## src/rtl/xadc_scan_pwm_if.sv

```systemverilog
// xadc_scan_pwm_if: DRP handshake between the channel scanner (master) and the XADC (slave).
interface xadc_scan_pwm_if;
    logic        eoc_in;
    logic        drdy_in;
    logic [15:0] do_in;
    logic        den_out;
    logic        dwe_out;
    logic [6:0]  daddr_out;

    modport master (
        input  eoc_in,
        input  drdy_in,
        input  do_in,
        output den_out,
        output dwe_out,
        output daddr_out
    );

    modport slave (
        output eoc_in,
        output drdy_in,
        output do_in,
        input  den_out,
        input  dwe_out,
        input  daddr_out
    );
endinterface

```

## src/rtl/xadc_scan_pwm.sv

```systemverilog
// xadc_scan_pwm: round-robin XADC DRP channel scanner feeding per-channel PWM brightness.
// Each end-of-conversion launches one DRP read of the current channel; the top DATA_W bits
// of the result become that channel's PWM duty at the next PWM period boundary.
// Optional build macro XADC_SCAN_AVG_EN: publish the mean of every four captures per channel.
module xadc_scan_pwm #(
    parameter int unsigned         NUM_CH  = 4,
    parameter int unsigned         DATA_W  = 8,
    parameter logic [7*NUM_CH-1:0] CH_ADDR = (7*NUM_CH)'({7'h16, 7'h1F, 7'h17, 7'h1E}),
    parameter int unsigned         TIMEOUT = 255
) (
    input  logic                   clk,
    input  logic                   rst,
    xadc_scan_pwm_if.master        drp,
    output logic [NUM_CH-1:0]      pwm_out,
    output logic                   sample_valid,
    output logic [2:0]             sample_ch,
    output logic [DATA_W-1:0]      sample_data,
    output logic                   timeout_err
);

    localparam int unsigned IDX_W = 3;
    localparam int unsigned TMO_W = 16;
    localparam int unsigned ACC_W = DATA_W + 2;

    typedef enum logic {
        IDLE = 1'b0,
        WAIT = 1'b1
    } state_t;

    state_t              state;
    state_t              state_nxt;
    logic                launch_c;
    logic                capture_c;
    logic                expire_c;
    logic                publish_c;
    logic [IDX_W-1:0]    idx;
    logic [IDX_W-1:0]    idx_nxt_c;
    logic [TMO_W-1:0]    wait_cnt;
    logic [6:0]          addr_c;
    logic [DATA_W-1:0]   capture_val_c;
    logic [DATA_W-1:0]   publish_val_c;
    logic [DATA_W-1:0]   data_q   [NUM_CH];
    logic [DATA_W-1:0]   duty_q   [NUM_CH];
    logic [DATA_W-1:0]   duty_nxt_c [NUM_CH];
    logic [DATA_W-1:0]   pwm_cnt;
    logic                unused_do;

    assign capture_val_c = drp.do_in[15 -: DATA_W];
    assign unused_do     = ^drp.do_in[15-DATA_W:0];
    assign idx_nxt_c     = (idx == IDX_W'(NUM_CH - 1)) ? '0 : idx + IDX_W'(1);

    // DRP address of the current channel
    always_comb begin
        addr_c = 7'h00;
        for (int i = 0; i < NUM_CH; i++) begin
            if (idx == IDX_W'(i)) begin
                addr_c = CH_ADDR[7*i +: 7];
            end
        end
    end

    // Scan FSM state register
    always_ff @(posedge clk) begin
        if (rst) begin
            state <= IDLE;
        end else begin
            state <= state_nxt;
        end
    end

    // Scan FSM next state: launch on eoc, finish on drdy (which beats a same-cycle timeout)
    always_comb begin
        state_nxt = state;
        launch_c  = 1'b0;
        capture_c = 1'b0;
        expire_c  = 1'b0;
        case (state)
            IDLE: begin
                if (drp.eoc_in) begin
                    launch_c  = 1'b1;
                    state_nxt = WAIT;
                end
            end
            WAIT: begin
                if (drp.drdy_in) begin
                    capture_c = 1'b1;
                    state_nxt = IDLE;
                end else if (wait_cnt == TMO_W'(TIMEOUT - 1)) begin
                    expire_c  = 1'b1;
                    state_nxt = IDLE;
                end
            end
            default: state_nxt = IDLE;
        endcase
    end

    // WAIT-cycle counter; the den_out cycle counts as the first WAIT cycle
    always_ff @(posedge clk) begin
        if (rst || launch_c) begin
            wait_cnt <= '0;
        end else if (state == WAIT) begin
            wait_cnt <= wait_cnt + TMO_W'(1);
        end
    end

    // Channel index advances on every finished read, captured or abandoned
    always_ff @(posedge clk) begin
        if (rst) begin
            idx <= '0;
        end else if (capture_c || expire_c) begin
            idx <= idx_nxt_c;
        end
    end

    // DRP request outputs
    always_ff @(posedge clk) begin
        if (rst) begin
            drp.den_out   <= 1'b0;
            drp.dwe_out   <= 1'b0;
            drp.daddr_out <= 7'h00;
        end else begin
            drp.den_out   <= launch_c;
            drp.dwe_out   <= 1'b0;
            drp.daddr_out <= addr_c;
        end
    end

    // Sticky timeout flag
    always_ff @(posedge clk) begin
        if (rst) begin
            timeout_err <= 1'b0;
        end else if (expire_c) begin
            timeout_err <= 1'b1;
        end
    end

`ifdef XADC_SCAN_AVG_EN
    logic [ACC_W-1:0] acc_q     [NUM_CH];
    logic [1:0]       acc_cnt_q [NUM_CH];
    logic [ACC_W-1:0] sel_acc_c;
    logic [1:0]       sel_cnt_c;
    logic [ACC_W-1:0] sum_c;

    // Accumulator state of the channel being read
    always_comb begin
        sel_acc_c = '0;
        sel_cnt_c = '0;
        for (int i = 0; i < NUM_CH; i++) begin
            if (idx == IDX_W'(i)) begin
                sel_acc_c = acc_q[i];
                sel_cnt_c = acc_cnt_q[i];
            end
        end
    end

    assign sum_c         = sel_acc_c + ACC_W'(capture_val_c);
    assign publish_c     = capture_c && (sel_cnt_c == 2'd3);
    assign publish_val_c = sum_c[ACC_W-1:2];

    // Four-sample accumulators; cleared once the fourth sample is published
    always_ff @(posedge clk) begin
        for (int i = 0; i < NUM_CH; i++) begin
            if (rst) begin
                acc_q[i]     <= '0;
                acc_cnt_q[i] <= '0;
            end else if (capture_c && idx == IDX_W'(i)) begin
                if (acc_cnt_q[i] == 2'd3) begin
                    acc_q[i]     <= '0;
                    acc_cnt_q[i] <= '0;
                end else begin
                    acc_q[i]     <= sum_c;
                    acc_cnt_q[i] <= acc_cnt_q[i] + 2'd1;
                end
            end
        end
    end
`else
    assign publish_c     = capture_c;
    assign publish_val_c = capture_val_c;
`endif

    // Per-channel data registers
    always_ff @(posedge clk) begin
        for (int i = 0; i < NUM_CH; i++) begin
            if (rst) begin
                data_q[i] <= '0;
            end else if (publish_c && idx == IDX_W'(i)) begin
                data_q[i] <= publish_val_c;
            end
        end
    end

    // Stored-sample report, one cycle after the capture
    always_ff @(posedge clk) begin
        if (rst) begin
            sample_valid <= 1'b0;
            sample_ch    <= '0;
            sample_data  <= '0;
        end else begin
            sample_valid <= publish_c;
            if (publish_c) begin
                sample_ch   <= idx;
                sample_data <= publish_val_c;
            end
        end
    end

    // Duty values take effect only at the start of a PWM period
    always_comb begin
        for (int i = 0; i < NUM_CH; i++) begin
            duty_nxt_c[i] = (pwm_cnt == '0) ? data_q[i] : duty_q[i];
        end
    end

    // Free-running PWM counter, duty registers and comparators
    always_ff @(posedge clk) begin
        if (rst) begin
            pwm_cnt <= '0;
            pwm_out <= '0;
            for (int i = 0; i < NUM_CH; i++) begin
                duty_q[i] <= '0;
            end
        end else begin
            pwm_cnt <= pwm_cnt + DATA_W'(1);
            for (int i = 0; i < NUM_CH; i++) begin
                duty_q[i]  <= duty_nxt_c[i];
                pwm_out[i] <= (pwm_cnt < duty_nxt_c[i]);
            end
        end
    end

endmodule

```

## src/flat_wrapper.sv

```systemverilog
// flat-port wrapper written by rule: the top's interface ports become plain ports
module xadc_scan_pwm_flat 
#(
    parameter int unsigned         NUM_CH  = 4,
    parameter int unsigned         DATA_W  = 8,
    parameter logic [7*NUM_CH-1:0] CH_ADDR = (7*NUM_CH)'({7'h16, 7'h1F, 7'h17, 7'h1E}),
    parameter int unsigned         TIMEOUT = 255
)
  (clk, rst, pwm_out, sample_valid, sample_ch, sample_data, timeout_err, drp_eoc_in, drp_drdy_in, drp_do_in, drp_den_out, drp_dwe_out, drp_daddr_out);
  xadc_scan_pwm_if drp_i ();
  input  logic clk;
  input  logic rst;
  output logic [NUM_CH-1:0] pwm_out;
  output logic sample_valid;
  output logic [2:0] sample_ch;
  output logic [DATA_W-1:0] sample_data;
  output logic timeout_err;
  input wire logic [$bits(drp_i.eoc_in)-1:0] drp_eoc_in;
  input wire logic [$bits(drp_i.drdy_in)-1:0] drp_drdy_in;
  input wire logic [$bits(drp_i.do_in)-1:0] drp_do_in;
  output wire logic [$bits(drp_i.den_out)-1:0] drp_den_out;
  output wire logic [$bits(drp_i.dwe_out)-1:0] drp_dwe_out;
  output wire logic [$bits(drp_i.daddr_out)-1:0] drp_daddr_out;
  assign drp_i.eoc_in = drp_eoc_in;
  assign drp_i.drdy_in = drp_drdy_in;
  assign drp_i.do_in = drp_do_in;
  assign drp_den_out = drp_i.den_out;
  assign drp_dwe_out = drp_i.dwe_out;
  assign drp_daddr_out = drp_i.daddr_out;
  xadc_scan_pwm #(.NUM_CH(NUM_CH), .DATA_W(DATA_W), .CH_ADDR(CH_ADDR), .TIMEOUT(TIMEOUT)) u_core (.clk(clk), .rst(rst), .drp(drp_i), .pwm_out(pwm_out), .sample_valid(sample_valid), .sample_ch(sample_ch), .sample_data(sample_data), .timeout_err(timeout_err));
endmodule
```

## config.mk

```make
export PLATFORM = sky130hd
export DESIGN_NAME = xadc_scan_pwm_flat
export DESIGN_NICKNAME = d
export VERILOG_FILES = /design/src/rtl/xadc_scan_pwm_if.sv /design/src/rtl/xadc_scan_pwm.sv /design/src/flat_wrapper.sv
export SDC_FILE = /design/constraint.sdc
export NUM_CORES = 1
export LEC_CHECK = 0
export BUFFER_PORTS_ARGS = -buffer_cell sky130_fd_sc_hd__buf_2
export CORE_AREA = 4 4 111 113
export CTS_BUF_LIST = sky130_fd_sc_hd__clkbuf_16
export CTS_CLUSTER_SIZE = 20
export DETAILED_ROUTE_END_ITERATION = 8
export DIE_AREA = 0 0 115 117
export PLACE_DENSITY_LB_ADDON = 0.3
export SLEW_MARGIN = 40
export SYNTH_ARGS = -nofsm -noshare
export SYNTH_HDL_FRONTEND = slang
export SYNTH_SLANG_ARGS = --single-unit
```

## constraint.sdc

```tcl
create_clock -name clk -period 5.7 [get_ports clk]
set_input_delay 1.71 -clock clk [delete_from_list [all_inputs] [get_ports clk]]
set_output_delay 1.71 -clock clk [all_outputs]
set_load 0.05 [all_outputs]
```

==> run metrics <==
result of the run=finished, final reports clean; max-capacitance violation count=0; Post-synth top flop=sky130_fd_sc_hd__dfxtp_1; type of the tightest min-delay check=reg -> reg; worst-margin pin slew=0.765 ns; critical path class=reg -> reg; row count=39; depth of the worst register-to-register path=10; Resized cells post-CTS=0; number of buffers created by CTS=17; wire length of the first global-routing pass=17500 um; IR Drop Worst-Case VDD=0.000263 V; final standard cell area without fillers=5790 um2; sum of net half-perimeters after detailed placement=7120 um; count of final max-slew check failures=0; Ys Warns=0; EDFF count, synth=32; Critical Path Sink Type=register; Sequential cell area=2580 um2; switching pwr=534 uW; number of iterations in the first detailed-routing pass=5; Root Driver=sky130_fd_sc_hd__clkbuf_16; biggest fanout along the worst timing path=24; part of the power in registers=43.1%; Achievable Freq=292 MHz; time the worst path needs with I/O delays and setup=3.43 ns; Tcrit/Tclk final=60.2%; largest net degree at the start of global routing=40; share of Yosys cell area claimed by the top area cell type=32.6%; # clock sinks=113; antenna violations before repair=0; count of nets after finishing=575; Max-slew headroom=48.9%; largest buffer count on any clock path=2; cell area after placement=5250 um2; Synth cell types=43; cell taking the most area after synthesis=sky130_fd_sc_hd__dfxtp_1; share of flip-flops with an asynchronous set or reset=0%; vias in the first global route=3531; insertion delay to the later sink of the worst-skew pair=0.40 ns; layout cells sized above 1=13.5%; initial standard-cell utilization of the core=44.0%; library cell appearing most often on the critical path=sky130_fd_sc_hd__ha_1; most common library cell in the layout ignoring fill and taps=sky130_fd_sc_hd__dfxtp_1; worst-case clock skew=0.00587 ns; Antenna Nets Post-Route=0; sort of element at the start of the critical path=register; total setup violations reported at the end of the flow=0; vias post-DR=3546; x dimension of the die=115 um; First DRT Iteration DRCs=235; number of setup buffers added after CTS=0; main area contributors after synthesis=sky130_fd_sc_hd__dfxtp_1 33%, sky130_fd_sc_hd__edfxtp_1 19%, sky130_fd_sc_hd__ha_1 9.0%; Post-CTS Hold Fix Bufs=0; data required time at the worst endpoint=6.03 ns; commonest non-fill, non-tap cells in the layout=81 x sky130_fd_sc_hd__dfxtp_1, 57 x sky130_fd_sc_hd__nor2_1, 40 x sky130_fd_sc_hd__nand2_1; area growth from synthesis to layout=16.3%; number of hold-slack violations in the final timing report=0; grt ovf=0; #FFs+latches synth=113; critical path arrival=3.76 ns; share of total power in combinational logic=10.8%; clock network fraction of total power=46.0%; top-level I/O count=46; Core Footprint=11300 um2; detailed-route vias per instance=5.25; sequential share of the synthesized area=51.8%; wire length reported by the detailed router=10400 um; Critical Path Slowest Stage Cell=sky130_fd_sc_hd__buf_4; global routing usage summed across all routing layers=17.0%; internal power consumption=1.51 mW; TritonCTS clock tree=yes; CTS clock-pin slew for the worst setup and hold paths=0.05 ns; area of the mapped netlist=4980 um2; pre-CTS WS=2.33 ns; setup repair after global routing missed its margin=false; fill cell total of the finished layout=1025; syn_area_per_cell=10.3 um2; die boundary height=117 um; Buffers on Ports=34; total DRC errors in the routed layout=0; Hold Crit Depth=2; Leak Pwr=2.42 nW; total power draw=2.05 mW; number of levels the H-tree was split into=4; number of antenna cells inserted=0; area of the die=13500 um2; longest individual stage delay on the worst path=0.46 ns; list of cells traversed by the critical path=clkinv_1 -> ha_1 -> nand3_2 -> buf_4 -> mux2i_1 -> ha_1 -> a21oi_1 -> nand2_1 -> a2111oi_0 -> o31a_1; Multi-input gate area=2270 um2; fraction of power spent switching nets=26.1%; PnR worst setup slack=2.27 ns; PD cells=354 nW/um2; Sum Neg Setup Slack=0 ns; final weighted congestion in routability-driven placement=0.799; final routed wire length divided by cell count=15.5 um; synthesized netlist cell count=484
[through the flow]
stage	hold WS [ns]	instances	util (%)
after floorplan	0.429	486	-
after global placement	0.440	643	46.4
final	0.454	675	51.1
after detailed placement	0.447	643	46.4
after global routing	0.470	675	51.1
after CTS	0.455	675	51.1
[worst max-delay path, delay by kind of cell, from the launching register on]
kind / cells / cell delay, ns
AO/OA/AOI/OAI: 3 / 0.81
buffers and inverters: 2 / 0.79
adder cells (fa/ha/maj): 2 / 0.66
AND/OR/NAND/NOR: 2 / 0.38
flip-flops: 1 / 0.36
multiplexers: 1 / 0.33
[flip-flops by register name, indices dropped and copies added, names as in the netlist]
register,flops
u_core.sample_ch,3
u_core.drp.daddr_out,3
u_core.sample_valid,1
u_core.idx,3
u_core.wait_cnt,16
u_core.state,1
u_core.duty_q,32
u_core.timeout_err,1
u_core.pwm_out,4
u_core.drp.den_out,1
u_core.pwm_cnt,8
u_core.sample_data,8
u_core.data_q,32
[final cells by class]
| cell class | count | share of cell area, % |
|---|---|---|
| flip-flops and latches | 113 | 44.6 |
| clock buffers | 18 | 7.78 |
| multi-input cells | 342 | 39.2 |
| inverters | 9 | 0.583 |
| clock inverters | 14 | 1.56 |
| well taps | 143 | 3.09 |
| repair buffers | 36 | 3.20 |
[synth_stat cells, drive strengths merged (3+ instances only)]
cell and number:
a2111oi 4, a21o 3, a21oi 32, and2 33, and3 6, buf 10, clkbuf 12, dfxtp 81
edfxtp 32, ha 36, inv 8, mux2i 36, nand2 40, nand3 23, nand4 9, nor2 57
nor2b 3, nor3 6, nor4 4, o21ai 7, o31a 4, or3 6, xnor2 8, xor2 8
[power by group through the flow]
stage / combinational, mW / sequential, mW / clock [mW]
after floorplan: 0.143 / 0.926 / 0
after global placement: 0.217 / 0.899 / 0
after detailed placement: 0.222 / 0.901 / 0
after CTS: 0.224 / 0.884 / 0.957
after global routing: 0.246 / 0.887 / 1.00
final: 0.221 / 0.884 / 0.943
[path summary, 6_finish.rpt]
kind	startpoint	to	slack (ns)
setup reg to reg	u_core.pwm_cnt[0]	u_core.pwm_out[1]	2.27
hold / removal	u_core.sample_data[6]	u_core.sample_data[6]	0.45
setup / recovery	u_core.pwm_cnt[0]	u_core.pwm_out[1]	2.27
hold reg to reg	u_core.sample_data[6]	u_core.sample_data[6]	0.45
[routing by layer]
| layer | up-vias | share of wire [%] | wire (um) | GRT usage, % |
|---|---|---|---|---|
| li1 | 1771 | - | - | - |
| met1 | 1694 | 46 | 4790 | 21.9 |
| met3 | 12 | 4.4 | 461 | 5.09 |
| met2 | 69 | 48 | 5060 | 27.1 |
| met5 | - | 0 | 0 | 0 |
| met4 | 0 | 1.2 | 129 | 6.57 |
[cell families after synthesis]
kind of cell,after synthesis,share of synthesized area (%)
flops,113,51.8
compound gates,54,6.46
other cells,1,0.0753
xor+xnor,16,2.81
buf+inv,31,2.84
fa+ha+maj,36,9.04
mux,36,7.23
simple gates,197,19.7
Note: power is estimated with default switching activity, not from simulation.
